===== src/rtl/cp_insert_ctrl.sv =====
// Cyclic-prefix scheduler: buffers whole OFDM symbols in a two-bank ping-pong store
// and replays each one as its last CP_LEN samples followed by all SYM_LEN samples.
module cp_insert_ctrl #(
    parameter int DATA_W  = 8,
    parameter int SYM_LEN = 16,
    parameter int CP_LEN  = 4
) (
    input  logic              clk,
    input  logic              rst,
    input  logic [DATA_W-1:0] in_phase,
    input  logic [DATA_W-1:0] in_quad,
    input  logic              in_valid,
    output logic              in_ready,
    output logic [DATA_W-1:0] out_phase,
    output logic [DATA_W-1:0] out_quad,
    output logic              out_valid,
    input  logic              out_ready,
    output logic              out_cp,
    output logic              out_sof,
    output logic              out_eof,
    output logic [15:0]       sym_count
);
    localparam int IDX_W = $clog2(SYM_LEN);
    localparam logic [IDX_W-1:0] LAST_IDX = IDX_W'(SYM_LEN - 1);
    localparam logic [IDX_W-1:0] CP_START = IDX_W'(SYM_LEN - CP_LEN);

    typedef enum logic [1:0] {IDLE, CP, BODY} rd_state_e;

    logic [2*DATA_W-1:0] mem_q [2][SYM_LEN];

    logic [1:0]       full_q, full_d;
    logic             wr_bank_q, wr_bank_d;
    logic [IDX_W-1:0] wr_idx_q, wr_idx_d;
    logic             in_ready_q, in_ready_d;
    logic             wr_fire, wr_done;

    rd_state_e        state_q, state_d;
    logic             rd_bank_q, rd_bank_d;
    logic [IDX_W-1:0] rd_idx_q, rd_idx_d;
    logic             out_valid_q, out_valid_d;
    logic             out_cp_q, out_cp_d;
    logic             out_sof_q, out_sof_d;
    logic             out_eof_q, out_eof_d;
    logic [15:0]      sym_count_q, sym_count_d;
    logic [DATA_W-1:0] out_phase_q, out_quad_q;

    logic             beat_taken, rd_done, load_data;
    logic             rd_sel_bank;
    logic [IDX_W-1:0] rd_sel_idx;
    logic [2*DATA_W-1:0] rd_word;

    assign wr_fire = in_valid && in_ready_q;
    assign wr_done = wr_fire && (wr_idx_q == LAST_IDX);

    // NOTE: the sample store has no reset; its contents are never read before
    // the matching full flag is set, so clearing it would only cost logic.
    always_ff @(posedge clk) begin
        if (wr_fire) begin
            mem_q[wr_bank_q][wr_idx_q] <= {in_phase, in_quad};
        end
    end

    assign rd_word = mem_q[rd_sel_bank][rd_sel_idx];

    // Clear and set target different banks whenever both fire in one cycle.
    always_comb begin
        full_d = full_q;
        if (rd_done) full_d[rd_bank_q] = 1'b0;
        if (wr_done) full_d[wr_bank_q] = 1'b1;
        wr_idx_d   = wr_fire ? wr_idx_q + 1'b1 : wr_idx_q;
        wr_bank_d  = wr_done ? ~wr_bank_q : wr_bank_q;
        in_ready_d = ~full_d[wr_bank_d];
    end

    // NOTE: every signal driven here gets a default first, so no path through
    // the case statement can leave one unassigned and infer a latch.
    always_comb begin
        state_d     = state_q;
        rd_bank_d   = rd_bank_q;
        rd_idx_d    = rd_idx_q;
        out_valid_d = out_valid_q;
        out_cp_d    = out_cp_q;
        out_sof_d   = out_sof_q;
        out_eof_d   = out_eof_q;
        sym_count_d = sym_count_q;
        rd_done     = 1'b0;
        load_data   = 1'b0;
        rd_sel_bank = rd_bank_q;
        rd_sel_idx  = rd_idx_q;
        beat_taken  = out_valid_q && out_ready;

        unique case (state_q)
            IDLE: begin
                if (full_q[rd_bank_q]) begin
                    state_d     = CP;
                    rd_idx_d    = CP_START;
                    out_valid_d = 1'b1;
                    out_cp_d    = 1'b1;
                    out_sof_d   = 1'b1;
                    out_eof_d   = 1'b0;
                    load_data   = 1'b1;
                    rd_sel_idx  = CP_START;
                end
            end
            CP: begin
                if (beat_taken) begin
                    out_sof_d = 1'b0;
                    out_eof_d = 1'b0;
                    load_data = 1'b1;
                    if (rd_idx_q == LAST_IDX) begin
                        state_d  = BODY;
                        rd_idx_d = '0;
                        out_cp_d = 1'b0;
                    end else begin
                        rd_idx_d = rd_idx_q + 1'b1;
                    end
                    rd_sel_idx = rd_idx_d;
                end
            end
            BODY: begin
                if (beat_taken) begin
                    if (rd_idx_q == LAST_IDX) begin
                        rd_done     = 1'b1;
                        rd_bank_d   = ~rd_bank_q;
                        sym_count_d = sym_count_q + 16'd1;
                        // Chain straight into the other bank when it is waiting.
                        if (full_q[~rd_bank_q]) begin
                            state_d     = CP;
                            rd_idx_d    = CP_START;
                            out_cp_d    = 1'b1;
                            out_sof_d   = 1'b1;
                            out_eof_d   = 1'b0;
                            load_data   = 1'b1;
                            rd_sel_bank = rd_bank_d;
                            rd_sel_idx  = CP_START;
                        end else begin
                            state_d     = IDLE;
                            out_valid_d = 1'b0;
                            out_cp_d    = 1'b0;
                            out_sof_d   = 1'b0;
                            out_eof_d   = 1'b0;
                        end
                    end else begin
                        rd_idx_d   = rd_idx_q + 1'b1;
                        out_eof_d  = (rd_idx_d == LAST_IDX);
                        load_data  = 1'b1;
                        rd_sel_idx = rd_idx_d;
                    end
                end
            end
            default: state_d = IDLE;
        endcase
    end

    // NOTE: state registers use non-blocking assignments so every flop samples
    // its next-state value from the same pre-edge snapshot.
    always_ff @(posedge clk or posedge rst) begin
        if (rst) begin
            full_q      <= '0;
            wr_bank_q   <= 1'b0;
            wr_idx_q    <= '0;
            in_ready_q  <= 1'b0;
            state_q     <= IDLE;
            rd_bank_q   <= 1'b0;
            rd_idx_q    <= '0;
            out_valid_q <= 1'b0;
            out_cp_q    <= 1'b0;
            out_sof_q   <= 1'b0;
            out_eof_q   <= 1'b0;
            sym_count_q <= '0;
            out_phase_q <= '0;
            out_quad_q  <= '0;
        end else begin
            full_q      <= full_d;
            wr_bank_q   <= wr_bank_d;
            wr_idx_q    <= wr_idx_d;
            in_ready_q  <= in_ready_d;
            state_q     <= state_d;
            rd_bank_q   <= rd_bank_d;
            rd_idx_q    <= rd_idx_d;
            out_valid_q <= out_valid_d;
            out_cp_q    <= out_cp_d;
            out_sof_q   <= out_sof_d;
            out_eof_q   <= out_eof_d;
            sym_count_q <= sym_count_d;
            if (load_data) begin
                out_phase_q <= rd_word[2*DATA_W-1:DATA_W];
                out_quad_q  <= rd_word[DATA_W-1:0];
            end
        end
    end

    assign in_ready  = in_ready_q;
    assign out_valid = out_valid_q;
    assign out_phase = out_phase_q;
    assign out_quad  = out_quad_q;
    assign out_cp    = out_cp_q;
    assign out_sof   = out_sof_q;
    assign out_eof   = out_eof_q;
    assign sym_count = sym_count_q;

endmodule


===== config.mk =====
export PLATFORM = sky130hd
export DESIGN_NAME = cp_insert_ctrl
export DESIGN_NICKNAME = d
export VERILOG_FILES = /design/src/rtl/cp_insert_ctrl.sv
export SDC_FILE = /design/constraint.sdc
export NUM_CORES = 1
export LEC_CHECK = 0
export BUFFER_PORTS_ARGS = -buffer_cell sky130_fd_sc_hd__buf_2
export CORE_ASPECT_RATIO = 1.75
export CORE_MARGIN = 2
export CORE_UTILIZATION = 30
export CTS_CLUSTER_DIAMETER = 150
export CTS_CLUSTER_SIZE = 40
export DETAILED_ROUTE_END_ITERATION = 10
export GPL_ROUTABILITY_DRIVEN = 0
export SETUP_SLACK_MARGIN = 0.2
export SYNTH_ARGS = -nofsm -noshare
export SYNTH_HDL_FRONTEND = slang
export SYNTH_SLANG_ARGS = --single-unit

===== constraint.sdc =====
create_clock -name clk -period 9.1 [get_ports clk]
set_input_delay 0.91 -clock clk [delete_from_list [all_inputs] [get_ports clk]]
set_output_delay 0.91 -clock clk [all_outputs]
set_load 0.01 [all_outputs]

==> impl_metrics.yaml <==
layout:
  area_growth_syn_to_layout_pct: 9.41
  fin_nets: 1268
  layout.cells.most_common: "edfxtp_1"
  stdcell_count: 2181
  antenna_cells: 0
  final_layout_size_suffix_gt1_frac: 0.190
  final_cell_mix: "edfxtp_1 (512), nand2_1 (102), mux4_2 (96)"
synth:
  syn_area_um2: 22100
  ys_seq_elements: 563
  synthSimpleGateAreaFrac: 0.0488
  synthCells: 1184
  netlist_top_cells_area: "edfxtp_1 (70%), mux4_2 (9.8%), dfrtp_1 (5.8%), mux2i_1 (2.5%), nand2_1 (1.8%)"
  synth-compound-area-share: 0.0415
  synth_top_family_by_area: "multiplexers"
  synth_fa_ha_area_frac: 0.00511
  ys.flop_type: "edfxtp_1"
  synthMuxAreaShare: 0.126
  syn_avg_cell_area_um2: 18.6
  yosysSeqAreaShare: 0.755
  synth_edf_count: 512
  yosysWarnings: 0
  yosysTopAreaCell: "edfxtp_1"
  synthXorXnorAreaFrac: 0.00834
  synthArstFlopShare: 0.0906
  synth_top_area_share: 0.697
  synth.distinct_cells: 50
  syn-num-nets: 1213
place:
  dp_slack_ns: 4.09
  io_buffers: 56
  dp_cells: 2150
  hpwlAfterDp_mm: 35.9
hold_path:
  holdPathEnd: "sym_count[15]"
  hp-start: "sym_count[15]"
  whs_path_depth: 1
  hold_class: "flop to flop"
critical_path:
  reg2reg_depth: 9
  end_kind: "flop"
  critPathBufInv: 1
  startpoint_type: "flop"
  path_max_fanout: 70
  required_ns: 9.52
  r2r_start: "rd_idx_q[0]"
  rrSetupSlack_ns: 4.29
  critPathArrivalTime_ns: 5.23
  cpLargestDelayFamily: "compound AO/OA/AOI/OAI gates"
  crit_type: "flop to flop"
  crit_top_cell: "and3_1"
  max_stage_delay_ns: 0.68
  reg2reg_to: "out_quad[3]"
  cp_slowest_cell: "a31o_4"
  crit_chain: "ha_1 -> and3_1 -> and3_1 -> a31o_4 -> buf_12 -> mux4_2 -> a22oi_1 -> a21o_1 -> nand4_1"
clocking:
  cts_tree: "built"
  cts_resized: 0
  hold_buffers: 0
  worstSkewPairLatency_ns: 0.57
  htreeDepth: 1
  cts_made_buffers: 18
  clock-sinks: 563
  post-cts-setup-buffers: 0
  root_buffer: "clkbuf_16"
  clk_path_buf_depth: 3
  clk_pin_slew_worst_paths_ns: 0.15
global_routing:
  grt.overflow.total: 0
  grt_first_pass_wirelength_mm: 78.9
  grt_max_degree: 71
  grtUsageTotal: 0.144
  first_global_vias: 11300
  antenna_found_initial: 1
drt:
  vias: 11200
  drtIter0Drc: 1054
  ant_nets: 0
  postRouteWirelength_mm: 55.4
  wl_per_cell_um: 25.4
  dr.pass1.iters: 5
  vias_per_cell: 5.14
  drc: 0
sta:
  slew_headroom: 0.223
  max_freq_mhz: 208
  layout_setup_ws_ns: 4.29
  setup_tns_ns: 0
  setup_viol: 0
  fin_crit_ns: 4.81
  worst_pin_slew_ns: 1.16
  grt_setup_unrepaired: "no"
  finalHoldViolations: 0
  holdWs_ns: 0.478
  finalCritPeriodShare: 0.529
  slew_viol_final: 0
  clock_skew_ns: 0.0575
run_status:
  outcome: "finished clean"
floorplanning:
  core.rowCount: 131
  die_area_um2: 75800
  core_um2: 72800
  die_y_um: 363
  start_util: 0.303
  io_pins: 57
  die_w_um: 209
power:
  vdd.ir_drop.worst_uv: 189
  total_power_mw: 6.51
  p_per_area_nw_per_um2: 270
  leakage_nw: 7.77
job:
  drv_cap: 0
-- sequential cells by signal, summed over array words and instances (netlist names), 2 cells and up --
signal and cells:
state_q 2, wr_idx_q 4, out_phase 8, sym_count 16
out_quad 8, rd_idx_q 4, full_q 2, mem_q 512
-- how the worst max path moves through the flow --
stage           startpoint     endpoint  cells after the start
6_report       rd_idx_q[0]  out_quad[3]                      9
3_5_place_dp     out_ready  out_quad[3]                      9
5_1_grt        rd_idx_q[0]  out_quad[3]                      9
2_1_floorplan    out_ready  out_quad[2]                     12
4_1_cts        rd_idx_q[0]  out_quad[3]                      9
3_3_place_gp     out_ready  out_quad[3]                      9
-- cell families after synthesis --
logic type      after synthesis
compound gates              123
buf+inv                      72
mux                         156
flops                       563
xor+xnor                     21
simple gates                240
fa+ha+maj                     9
-- report_power, final --
group,switching [mW],internal (mW),total [mW],leakage (nW)
logic,1.39,0.828,2.22,2.26
registers,0.139,3.01,3.15,5.26
clock network,0.737,0.406,1.14,0.259
total,2.26,4.25,6.51,7.77
-- cell type report --
cell class,count,area [um2]
Multi-Input combinational cell,549,5120
Tap cell,931,1160
Sequential cell,563,16700
Inverter,10,42.5
Clock inverter,1,30.0
Timing Repair Buffer,97,601
Fill cell,6953,48600
Clock buffer,30,517
-- through the flow --
stage | instance area (um2) | util
5_1_grt | 24100 | 0.332
2_1_floorplan | 22100 | -
3_3_place_gp | 23600 | 0.324
3_5_place_dp | 23600 | 0.324
4_1_cts | 24100 | 0.332
6_report | 24100 | 0.332
-- worst reg2reg max path: stages (launching register included) --
cell and delay (ns):
dfrtp_1 0.53, ha_1 0.30, and3_1 0.43, and3_1 0.65, a31o_4 0.69, buf_12 0.53
mux4_2 0.72, a22oi_1 0.28, a21o_1 0.39, nand4_1 0.16
-- per-layer routing --
layer / part of all wire / GRT usage
met1: 0.36 / 0.157
met2: 0.56 / 0.281
met3: 0.037 / 0.0139
met4: 0.041 / 0.0597
met5: 0.00020 / 0
-- synthesized netlist by cell type (all sizes together), types with 15 or more instances --
master,instances
dfrtp,51
clkbuf,24
edfxtp,512
a22oi,47
buf,38
nand4,23
nand2,103
a21o,15
mux4,96
nand3,43
o2111ai,16
nor2,46
xnor2,15
mux2i,55
Note: power is estimated with default switching activity, not from simulation.
